`src/rtl/run_ctrl.sv`:
```
// Host-side run controller: streams a program into the core's instruction
// memory, launches the core, then times the run until done or timeout.
module run_ctrl #(
    parameter int ADDR_W  = 8,
    parameter int INST_W  = 9,
    parameter int TIMEOUT = 1000
) (
    input  logic              clk,
    input  logic              rst,
    input  logic              ld_valid,
    output logic              ld_ready,
    input  logic [INST_W-1:0] ld_inst,
    input  logic              go,
    input  logic              clr,
    output logic              imem_we,
    output logic [ADDR_W-1:0] imem_addr,
    output logic [INST_W-1:0] imem_wdata,
    output logic              core_rst,
    output logic              core_start,
    input  logic              core_done,
    output logic              busy,
    output logic              finished,
    output logic              timed_out,
    output logic [ADDR_W:0]   load_cnt,
    output logic [15:0]       cycle_count
);

    typedef enum logic [2:0] {
        S_LOAD    = 3'd0,
        S_LAUNCH  = 3'd1,
        S_RUN     = 3'd2,
        S_DONE    = 3'd3,
        S_TIMEOUT = 3'd4
    } state_t;

    localparam logic [15:0]   TO_LAST  = 16'(TIMEOUT - 1);
    localparam logic [15:0]   TO_FULL  = 16'(TIMEOUT);
    localparam logic [ADDR_W:0] CNT_ONE = (ADDR_W + 1)'(1);

    state_t              state_q, state_d;
    logic [ADDR_W:0]     load_cnt_q, load_cnt_d;
    logic [15:0]         cycle_q, cycle_d;
    logic                we_q, we_d;
    logic [ADDR_W-1:0]   addr_q, addr_d;
    logic [INST_W-1:0]   wdata_q, wdata_d;
    logic                ld_ready_w;

    // Memory is full once the count's top bit is set (count == 2^ADDR_W).
    assign ld_ready_w = (state_q == S_LOAD) && !load_cnt_q[ADDR_W];

    always_comb begin
        state_d    = state_q;
        load_cnt_d = load_cnt_q;
        cycle_d    = cycle_q;
        we_d       = 1'b0;
        addr_d     = addr_q;
        wdata_d    = wdata_q;
        case (state_q)
            S_LOAD: begin
                if (ld_valid && ld_ready_w) begin
                    we_d       = 1'b1;
                    addr_d     = load_cnt_q[ADDR_W-1:0];
                    wdata_d    = ld_inst;
                    load_cnt_d = load_cnt_q + CNT_ONE;
                end
                if (go) begin
                    state_d = S_LAUNCH;
                end
            end
            S_LAUNCH: begin
                cycle_d = 16'd0;
                state_d = S_RUN;
            end
            S_RUN: begin
                if (core_done) begin
                    state_d = S_DONE;
                end else if (cycle_q == TO_LAST) begin
                    state_d = S_TIMEOUT;
                    cycle_d = TO_FULL;
                end else begin
                    cycle_d = cycle_q + 16'd1;
                end
            end
            S_DONE, S_TIMEOUT: begin
                if (clr) begin
                    state_d    = S_LOAD;
                    load_cnt_d = '0;
                end else if (go) begin
                    state_d = S_LAUNCH;
                end
            end
            default: state_d = S_LOAD;
        endcase
    end

    always_ff @(posedge clk) begin
        if (rst) begin
            state_q    <= S_LOAD;
            load_cnt_q <= '0;
            cycle_q    <= '0;
            we_q       <= 1'b0;
            addr_q     <= '0;
            wdata_q    <= '0;
        end else begin
            state_q    <= state_d;
            load_cnt_q <= load_cnt_d;
            cycle_q    <= cycle_d;
            we_q       <= we_d;
            addr_q     <= addr_d;
            wdata_q    <= wdata_d;
        end
    end

    assign ld_ready    = ld_ready_w;
    assign imem_we     = we_q;
    assign imem_addr   = addr_q;
    assign imem_wdata  = wdata_q;
    assign core_rst    = (state_q == S_LOAD) || (state_q == S_LAUNCH);
    assign core_start  = (state_q == S_RUN);
    assign busy        = (state_q == S_RUN);
    assign finished    = (state_q == S_DONE);
    assign timed_out   = (state_q == S_TIMEOUT);
    assign load_cnt    = load_cnt_q;
    assign cycle_count = cycle_q;

endmodule

```
`config.mk`:
```
export PLATFORM = sky130hd
export DESIGN_NAME = run_ctrl
export DESIGN_NICKNAME = d
export VERILOG_FILES = /design/src/rtl/run_ctrl.sv
export SDC_FILE = /design/constraint.sdc
export NUM_CORES = 1
export LEC_CHECK = 0
export ABC_AREA = 1
export ABC_CLOCK_PERIOD_IN_PS = 1200
export BUFFER_PORTS_ARGS = -buffer_cell sky130_fd_sc_hd__clkbuf_2
export CAP_MARGIN = 20
export CORE_MARGIN = 1
export CORE_UTILIZATION = 45
export DETAILED_ROUTE_END_ITERATION = 10
export PLACE_DENSITY = 0.81
export RECOVER_POWER = 100
export SYNTH_ARGS = -nofsm -noshare
export SYNTH_HDL_FRONTEND = slang
export SYNTH_SLANG_ARGS = --single-unit
```
`constraint.sdc`:
```
create_clock -name clk -period 1.2 [get_ports clk]
set_input_delay 0.12 -clock clk [delete_from_list [all_inputs] [get_ports clk]]
set_output_delay 0.12 -clock clk [all_outputs]
set_load 0.03 [all_outputs]
```
==> flow_summary.json, run 1 <==
{
  "status": "finished, violations left",
  "violations": "setup timing",
  "hold_buffers": 0,
  "crit_buf_inv": 2,
  "place.port_buffers": 63,
  "ys.flop_type": "dfxtp_1",
  "syn_nets": 332,
  "cap_violations": 0,
  "drive_above_1_share_pct": 54.73,
  "grt_start_max_net_pins": 30,
  "regArea_um2": 948.4,
  "finalSetupViolCount": 54,
  "crit_arrival_ps": 1670,
  "criticalPathCategory": "flip-flop to flip-flop",
  "timing.final.ws_setup_ps": -230.9,
  "gr-total-overflow": 0,
  "grt_usage_pct": 26.69,
  "yosysMostFrequentCell": "nand2_1",
  "r2r_cells": 7,
  "worst_hold_path.num_cells": 3,
  "timing.critical_path.cells": "inv_4, nor3_4, buf_6, nand2_8, a21oi_4, nand2_4, o21ai_1",
  "wl_per_cell_um": 16.18,
  "fill_cells": 273,
  "drc_errors": 0,
  "final_area_mm2": 0.003820,
  "critPathSlowestCell": "dfxtp_4",
  "ys_top_cells_by_area": "dfxtp_1 (41%), nand2_1 (15%), a21oi_1 (7.9%), nor2_1 (5.4%), inv_1 (4.6%)",
  "cp_num_cells": 7,
  "fmax_mhz": 698.9,
  "required_ps": 1440,
  "die_area_mm2": 0.005223,
  "syn_to_final_growth_pct": 71.90,
  "netlist_area_mm2": 0.002222,
  "startpoint_type": "flip-flop",
  "r2r_start": "state_q[1]$_SDFFE_PP0P_",
  "cts_num_sinks": 46,
  "rsz0062_at_grt": "yes",
  "end_kind": "flip-flop",
  "min_from": "ld_inst[5]",
  "clk_pin_slew_worst_paths_ps": 90,
  "yosys_register_bits": 46,
  "crit_start": "state_q[1]$_SDFFE_PP0P_",
  "h-tree-depth": 2,
  "ant_nets": 0,
  "period_needed_ps": 1431,
  "die_w_um": 72.27,
  "skew_ps": 7.594,
  "start_util_pct": 47.05,
  "first_pass_iters": 4,
  "ys_async_sr_fraction_pct": 0,
  "rows": 25,
  "ir_worst_vdd_v": 0.001122,
  "grt_antenna_before_repair": 0,
  "finalHoldViolCount": 0,
  "tightest_slew_ps": 444.5,
  "final_nets": 449,
  "design.portCount": 64,
  "cp_top_family": "flip-flops",
  "post-route-util_pct": 80.87,
  "numCtsBuffers": 5,
  "hold_path.class": "primary input to flip-flop",
  "gp_congestion": 0.9151,
  "reg2reg_slack_ps": -230,
  "cts_tree": "done",
  "ys_seq_area_share_pct": 41.44,
  "synth_top_area_cell": "dfxtp_1",
  "synth_top_cell_area_share_pct": 41.44,
  "finalCritPeriodShare_pct": 119.2,
  "dp_hpwl_um": 4222,
  "core-area_mm2": 0.004723,
  "synthCells": 315,
  "cpPeakStageDelay_ps": 400,
  "p_per_area_mw_per_mm2": 1200,
  "routed_via_density": 5.404,
  "insertion_delay_ps": 300,
  "post_dp_cell_area_mm2": 0.002969,
  "num_vias": 2702,
  "cts_root_buffer": "clkbuf_8",
  "synth_edf_count": 0,
  "num_antenna_cells": 0,
  "relSlewSlack_pct": 70.36,
  "postSynthAreaPerCell_um2": 7.054,
  "dp_slack_ps": -252.7,
  "drt_iter0_drc": 185,
  "wl_um": 8088,
  "clk_path_buf_depth": 2,
  "grt_pass1_vias": 2395,
  "die_h_um": 72.27,
  "hold_ws_ps": 44.38,
  "tns_ps": -7929,
  "grt_pass1_wl_um": 10870,
  "yosysUniqueCellTypes": 34,
  "critPathMaxFanout": 6,
  "final_max_slew_viol_count": 0,
  "multi_input_comb_area_mm2": 0.001652,
  "power_leakage_nw": 1.719,
  "ys_top_cells_by_count": "nand2_1 (90), dfxtp_1 (46), a21oi_1 (35)",
  "yosysWarnings": 0
}
-- layout by cell type (no fill, tap or decap), types with 3 or more instances in the layout --
cell type and instances:
nand2_2 14, o21ai_1 6, nand3_1 12, o21ai_2 7
inv_1 23, buf_6 14, a21oi_1 18, nor3_1 3
nand2_1 55, dfxtp_4 5, buf_12 3, xor2_1 6
nor3_4 3, nand3_2 5, clkbuf_8 5, inv_4 3
nor2_1 22, dfxtp_1 34, nand3_4 3, a21oi_2 17
clkbuf_2 47, buf_4 37, nand2_8 4, clkbuf_1 9
nand2_4 25, nor2_4 6, buf_8 6, nor2_2 6
dfxtp_2 7
-- state kept, by name, indices dropped and copies added, names as in the netlist --
register,flops
imem_wdata,9
state_q,3
load_cnt,9
imem_addr,8
imem_we,1
cycle_count,16
-- metrics by stage --
stage | power [mW] | std cells
5_1_grt | 4.745 | 500
3_3_place_gp | 2.731 | 482
3_5_place_dp | 2.752 | 482
2_1_floorplan | 2.383 | 315
6_report | 4.585 | 500
4_1_cts | 4.285 | 499
-- kinds of logic (layout without fill, tap and decap cells) --
group	Yosys count	in the layout	share of synthesized area [%]
AO/OA/AOI/OAI	54	54	13.35
XOR/XNOR	8	8	3.153
adder cells (fa/ha/maj)	2	2	1.126
buffers and inverters	40	157	7.545
flip-flops	46	46	41.44
AND/OR/NAND/NOR	165	166	33.39
-- tightest hold or removal path, delay by kind of cell --
family | cells | cell delay, ps
AO/OA/AOI/OAI | 1 | 50
buffers and inverters | 1 | 80
AND/OR/NAND/NOR | 1 | 70
-- final cells by class --
type / count / share of cell area (%)
clock buffers: 5 / 1.802
clock inverters: 3 / 1.048
inverters: 31 / 3.669
multi-input cells: 230 / 43.24
flip-flops and latches: 46 / 24.83
well taps: 67 / 2.195
repair buffers: 118 / 23.22
-- where the power goes --
part | internal (mW) | switching, mW | total (mW)
sequential | 1.62 | 0.0958 | 1.72
clock | 0.614 | 0.552 | 1.17
combinational | 0.716 | 0.987 | 1.70
-- worst paths after layout --
check | endpoint
max | cycle_count[15]$_SDFFE_PP0P_
max reg2reg | cycle_count[15]$_SDFFE_PP0P_
min | imem_wdata[5]$_SDFFE_PP0P_
min reg2reg | imem_addr[2]$_SDFFE_PP0P_
-- metal layers --
| layer | vias up | wire length, um | GRT usage (%) |
|---|---|---|---|
| li1 | 1256 | - | - |
| met1 | 1294 | 3046 | 31.37 |
| met2 | 119 | 4332 | 49.43 |
| met3 | 33 | 395 | 4.444 |
| met4 | 0 | 313 | 7.843 |
| met5 | - | 0 | 0 |
-- repair_timing --
action	CTS	global route
pin swaps	32	29
gates resized for setup	91	89
gates cloned	2	0
buffers inserted	7	1
endpoints found under the setup margin	51	52
Power figures use the tool's default switching activity.
==> run 2: changes to the inputs <==
- PLACE_DENSITY: 0.81 -> 0.74
==> run 2 against run 1 <==
Effect of this change: the run still ends with setup timing left; clock power shrank 16%; via count shrank 7.0%; sequential power is essentially flat; non-clock buffer count is the same; maximum frequency grew 4.6%; routed wire length shrank 17%; register-to-register slack gained 60 ps; sequential share of layout area grew 1.1 points; hold slack gained 11 ps; core utilization shrank 3.3 points; highest routed layer unchanged.
==> flow_summary.json, run 2 (same netlist as run 1, synthesis figures left out) <==
{
  "clk_path_buf_depth": 2,
  "end_kind": "flip-flop",
  "crit_arrival_ps": 1540,
  "final_nets": 449,
  "final_common_cell": "nand2_1",
  "finalSetupViolCount": 53,
  "gr-total-overflow": 0,
  "power_leakage_nw": 1.669,
  "drc_errors": 0,
  "routed_via_density": 5.024,
  "mostFrequentLayoutCells": "nand2_1 (57), clkbuf_2 (52), dfxtp_1 (35), buf_4 (35), nand2_4 (25)",
  "numCtsBuffers": 5,
  "start_util_pct": 47.05,
  "fill_cells": 321,
  "cts_tree": "done",
  "grt_pass1_vias": 2175,
  "largest_reg_flops": 16,
  "cts_root_buffer": "clkbuf_8",
  "grt_antenna_before_repair": 0,
  "core-area_mm2": 0.004723,
  "regArea_um2": 949.7,
  "grt_start_max_net_pins": 30,
  "cap_violations": 0,
  "dp_slack_ps": -264.7,
  "syn_to_final_growth_pct": 64.98,
  "required_ps": 1370,
  "dp_hpwl_um": 4109,
  "p_per_area_mw_per_mm2": 1147,
  "num_antenna_cells": 0,
  "h-tree-depth": 2,
  "hold_path.class": "primary input to flip-flop",
  "die_w_um": 72.27,
  "status": "finished, violations left",
  "wl_per_cell_um": 13.48,
  "fin_cells": 500,
  "multi_input_comb_area_mm2": 0.001585,
  "drive_above_1_share_pct": 52.89,
  "insertion_delay_ps": 300,
  "grt_usage_pct": 23.83,
  "rsz0062_at_grt": "yes",
  "startpoint_type": "flip-flop",
  "r2r_start": "state_q[0]$_SDFFE_PP0P_",
  "num_vias": 2512,
  "cts_num_sinks": 46,
  "finalHoldViolCount": 0,
  "fmax_mhz": 730.9,
  "p_total_mw": 4.205,
  "rows": 25,
  "tightest_slew_ps": 443.7,
  "die_h_um": 72.27,
  "design.portCount": 64,
  "drt_iter0_drc": 126,
  "whs_endpoint": "imem_wdata[5]$_SDFFE_PP0P_",
  "violations": "setup timing",
  "gp_congestion": 0.8666,
  "ant_nets": 0,
  "min_from": "ld_inst[5]",
  "reg2reg_slack_ps": -170,
  "clk_pin_slew_worst_paths_ps": 80,
  "timing.final.ws_setup_ps": -168.2,
  "skew_ps": 1.639,
  "final_max_slew_viol_count": 0,
  "period_needed_ps": 1368,
  "worst_hold_path.num_cells": 3,
  "finalCritPeriodShare_pct": 114.0,
  "critPathMaxFanout": 8,
  "place.port_buffers": 63,
  "dp_cells": 482,
  "first_pass_iters": 4,
  "ir_worst_vdd_v": 0.001166,
  "wl_um": 6740,
  "relSlewSlack_pct": 70.42,
  "timing.rr.end": "imem_wdata[2]$_SDFFE_PP0P_",
  "die_area_mm2": 0.005223,
  "grt_pass1_wl_um": 9735,
  "r2r_cells": 7,
  "criticalPathCategory": "flip-flop to flip-flop"
}
-- run 2: cell count changes in the layout (fill, tap and decap cells not counted), moves of 3 or more --
cell      before  now
o21ai_1        6    3
buf_6         14   10
clkbuf_2      47   52
nand2_8        4    1
nand3_1       12   16
-- run 2: through the flow --
stage / cell area, um^2 / hold slack, ps / utilization [%] / setup TNS (ps)
2_1_floorplan: 2255 / 263.7 / - / -6302
3_3_place_gp: 2957 / 350.8 / 62.60 / -2087
3_5_place_dp: 2957 / 356.5 / 62.60 / -3192
4_1_cts: 3234 / 33.87 / 68.48 / -4028
5_1_grt: 3666 / 50.55 / 77.62 / -8971
6_report: 3666 / 55.63 / 77.62 / -5473
-- run 2: worst max-delay path: stages (launching register included) --
cell and delay (ps):
dfxtp_4 380, nor2_4 160, nand2_4 90, nor2_4 150
nand2_4 130, clkbuf_16 220, nand2_4 70, a21oi_2 50
-- run 2: power by group --
group	total (mW)	switching, mW	internal (mW)
clock network	0.982	0.517	0.465
registers	1.72	0.0957	1.62
logic	1.51	0.900	0.608
total	4.21	1.51	2.69
-- run 2: what timing repair did --
| item | in CTS | in global routing |
|---|---|---|
| gates resized for setup | 43 | 122 |
| cloned | 1 | 1 |
| setup endpoints to repair | 51 | 53 |
| pin swaps | 13 | 36 |
| buffers inserted | 1 | 7 |
| hold buffers | 0 | 0 |
-- run 2: how the worst max path moves through the flow --
| stage | startpoint | end | slack, ps | depth (start not counted) |
|---|---|---|---|---|
| 2_1_floorplan | state_q[1]$_SDFFE_PP0P_ | cycle_count[10]$_SDFFE_PP0P_ | -310 | 8 |
| 3_5_place_dp | cycle_count[0]$_SDFFE_PP0P_ | cycle_count[14]$_SDFFE_PP0P_ | -260 | 7 |
| 5_1_grt | load_cnt[1]$_SDFFE_PP0P_ | load_cnt[8]$_SDFFE_PP0P_ | -250 | 7 |
| 3_3_place_gp | cycle_count[0]$_SDFFE_PP0P_ | cycle_count[14]$_SDFFE_PP0P_ | -190 | 7 |
| 4_1_cts | state_q[0]$_SDFFE_PP0P_ | core_start | -210 | 4 |
| 6_report | state_q[0]$_SDFFE_PP0P_ | imem_wdata[2]$_SDFFE_PP0P_ | -170 | 7 |
-- run 2: final cells by class --
class,instances,share of cell area [%]
Sequential cell,46,25.90
Timing Repair Buffer,118,22.32
Clock buffer,7,2.355
Multi-Input combinational cell,230,43.24
Tap cell,67,2.287
Inverter,31,3.754
Clock inverter,1,0.1365
-- run 2: routing by layer --
| metal | GRT usage [%] | vias to the layer above | routed length (um) |
|---|---|---|---|
| met3 | 5.000 | 16 | 325 |
| met2 | 41.95 | 71 | 3358 |
| met5 | 0 | - | 0 |
| li1 | - | 1253 | - |
| met1 | 28.72 | 1172 | 2897 |
| met4 | 8.279 | 0 | 159 |
==> run 3: changes to the inputs <==
- CELL_PAD_IN_SITES_DETAIL_PLACEMENT: unset -> 1
- CELL_PAD_IN_SITES_GLOBAL_PLACEMENT: unset -> 1
- CORE_UTILIZATION: 45 -> 32
- PLACE_DENSITY: 0.74 -> unset
- PLACE_DENSITY_LB_ADDON: unset -> 0.1
==> run 3 against run 2 <==
Effect of this change: the run still ends with setup timing left; power up 12%; die area grew 39%; sequential cell count unchanged; hold slack lost 23 ps; critical path depth unchanged; critical path type unchanged; critical endpoint is now cycle_count[14]$_SDFFE_PP0P_.
==> flow_summary.json, run 3 (same netlist as run 1, synthesis figures left out) <==
{
  "combPwrFrac_pct": 37.8,
  "final_common_cell": "nand2_1",
  "clk_path_buf_depth": 2,
  "largest_reg_flops": 16,
  "rsz0062_at_grt": "yes",
  "skew_ps": 9.753,
  "grt_pass1_wl_um": 12190,
  "rows": 30,
  "cts_root_buffer": "clkbuf_8",
  "grt_antenna_before_repair": 0,
  "p_per_area_mw_per_mm2": 1206,
  "final_area_mm2": 0.003891,
  "cts_num_sinks": 46,
  "fmax_mhz": 658.1,
  "ir_worst_vdd_v": 0.0007920,
  "post_dp_cell_area_mm2": 0.003023,
  "drc_errors": 0,
  "grt_start_max_net_pins": 30,
  "drive_above_1_share_pct": 52.47,
  "violations": "setup timing",
  "first_pass_iters": 4,
  "hold_ws_ps": 32.72,
  "h-tree-depth": 2,
  "dp_hpwl_um": 5197,
  "pwr-share-seq_pct": 36.4,
  "gr-total-overflow": 0,
  "tightest_slew_ps": 375.8,
  "insertion_delay_ps": 310,
  "tns_ps": -9604,
  "wl_um": 8851,
  "design.portCount": 64,
  "p_sw_mw": 1.667,
  "finalSetupViolCount": 53,
  "numCtsBuffers": 5,
  "wl_per_cell_um": 16.83,
  "fin_cells": 526,
  "min_from": "ld_inst[0]",
  "routed_via_density": 4.983,
  "status": "finished, violations left",
  "post-route-util_pct": 57.59,
  "syn_to_final_growth_pct": 75.11,
  "timing.rr.end": "cycle_count[14]$_SDFFE_PP0P_",
  "grt_pass1_vias": 2550,
  "r2r_cells": 7,
  "end_kind": "flip-flop",
  "drt_iter0_drc": 80,
  "dp_cells": 500,
  "worst_hold_path.num_cells": 3,
  "crit_arrival_ps": 1750,
  "reg2reg_slack_ps": -320,
  "die_h_um": 85.33,
  "die_w_um": 85.33,
  "relSlewSlack_pct": 74.95,
  "critPathMaxFanout": 5,
  "cts_tree": "done",
  "hold_path.class": "primary input to flip-flop",
  "timing.final.ws_setup_ps": -319.6,
  "internal-power_mw": 3.024,
  "start_util_pct": 32.89,
  "p_total_mw": 4.691,
  "r2r_start": "state_q[1]$_SDFFE_PP0P_",
  "required_ps": 1430,
  "period_needed_ps": 1520,
  "cap_violations": 0,
  "power_leakage_nw": 1.697,
  "place.port_buffers": 63,
  "ant_nets": 0,
  "swShare_pct": 35.55,
  "final_nets": 462,
  "num_vias": 2621,
  "core-area_mm2": 0.006756,
  "num_antenna_cells": 0,
  "grt_usage_pct": 21.23,
  "finalCritPeriodShare_pct": 126.6,
  "fill_cells": 852,
  "dp_slack_ps": -303.6,
  "die_area_mm2": 0.007281,
  "gp_congestion": 0.7829,
  "startpoint_type": "flip-flop",
  "mostFrequentLayoutCells": "nand2_1 (57), clkbuf_2 (47), dfxtp_1 (35), buf_4 (35), a21oi_1 (29)",
  "clk_pin_slew_worst_paths_ps": 90,
  "criticalPathCategory": "flip-flop to flip-flop",
  "clockPowerShare_pct": 25.7,
  "final_max_slew_viol_count": 0,
  "finalHoldViolCount": 0,
  "whs_endpoint": "imem_wdata[0]$_SDFFE_PP0P_"
}
[run 3: cell type report]
cell class | instances | area [um^2] | area share [%]
multi-input combinational | 230 | 1538 | 39.52
timing repair buffer | 130 | 1039 | 26.69
sequential | 46 | 944.7 | 24.28
inverter | 31 | 145.1 | 3.730
tap | 80 | 100.1 | 2.572
clock buffer | 5 | 68.82 | 1.768
clock inverter | 3 | 45.04 | 1.158
timing repair inverter | 1 | 11.26 | 0.2894
[run 3: how the worst max path moves through the flow]
| stage | startpoint | to | slack [ps] | depth (start not counted) |
|---|---|---|---|---|
| floorplan | state_q[1]$_SDFFE_PP0P_ | cycle_count[10]$_SDFFE_PP0P_ | -310 | 8 |
| global placement | cycle_count[0]$_SDFFE_PP0P_ | cycle_count[14]$_SDFFE_PP0P_ | -230 | 7 |
| detailed placement | cycle_count[0]$_SDFFE_PP0P_ | cycle_count[6]$_SDFFE_PP0P_ | -300 | 7 |
| CTS | state_q[0]$_SDFFE_PP0P_ | ld_ready | -180 | 5 |
| global route | state_q[1]$_SDFFE_PP0P_ | cycle_count[14]$_SDFFE_PP0P_ | -390 | 7 |
| finish | state_q[1]$_SDFFE_PP0P_ | cycle_count[14]$_SDFFE_PP0P_ | -320 | 7 |
[run 3: metal layers]
metal	vias to the layer above	wire (um)	GRT usage (%)
met5	-	0	0
met4	0	159	4.091
met3	14	207	3.405
met2	41	4950	40.76
met1	1294	3534	24.85
li1	1272	-	-
[run 3: power groups by stage]
stage	Combinational (mW)	Sequential (mW)	Clock [mW]
6_report	1.77	1.71	1.21
3_3_place_gp	1.05	1.71	0
5_1_grt	1.87	1.72	1.30
4_1_cts	1.31	1.69	1.22
3_5_place_dp	1.06	1.71	0
2_1_floorplan	0.530	1.85	0
[run 3: what timing repair did]
item                       4_1_cts  5_1_grt
resized for setup               77       97
setup endpoints to repair       53       56
buffers inserted                 9        5
pin swaps                       27       21
cloned                           1        4
hold buffers                     0        0
[run 3: critical path: stages (launching register included)]
cell     delay, ps
dfxtp_4        400
inv_4           50
nor3_4         230
buf_6          150
nand2_8         70
a21oi_4        240
nand3_1        130
a21oi_1        180
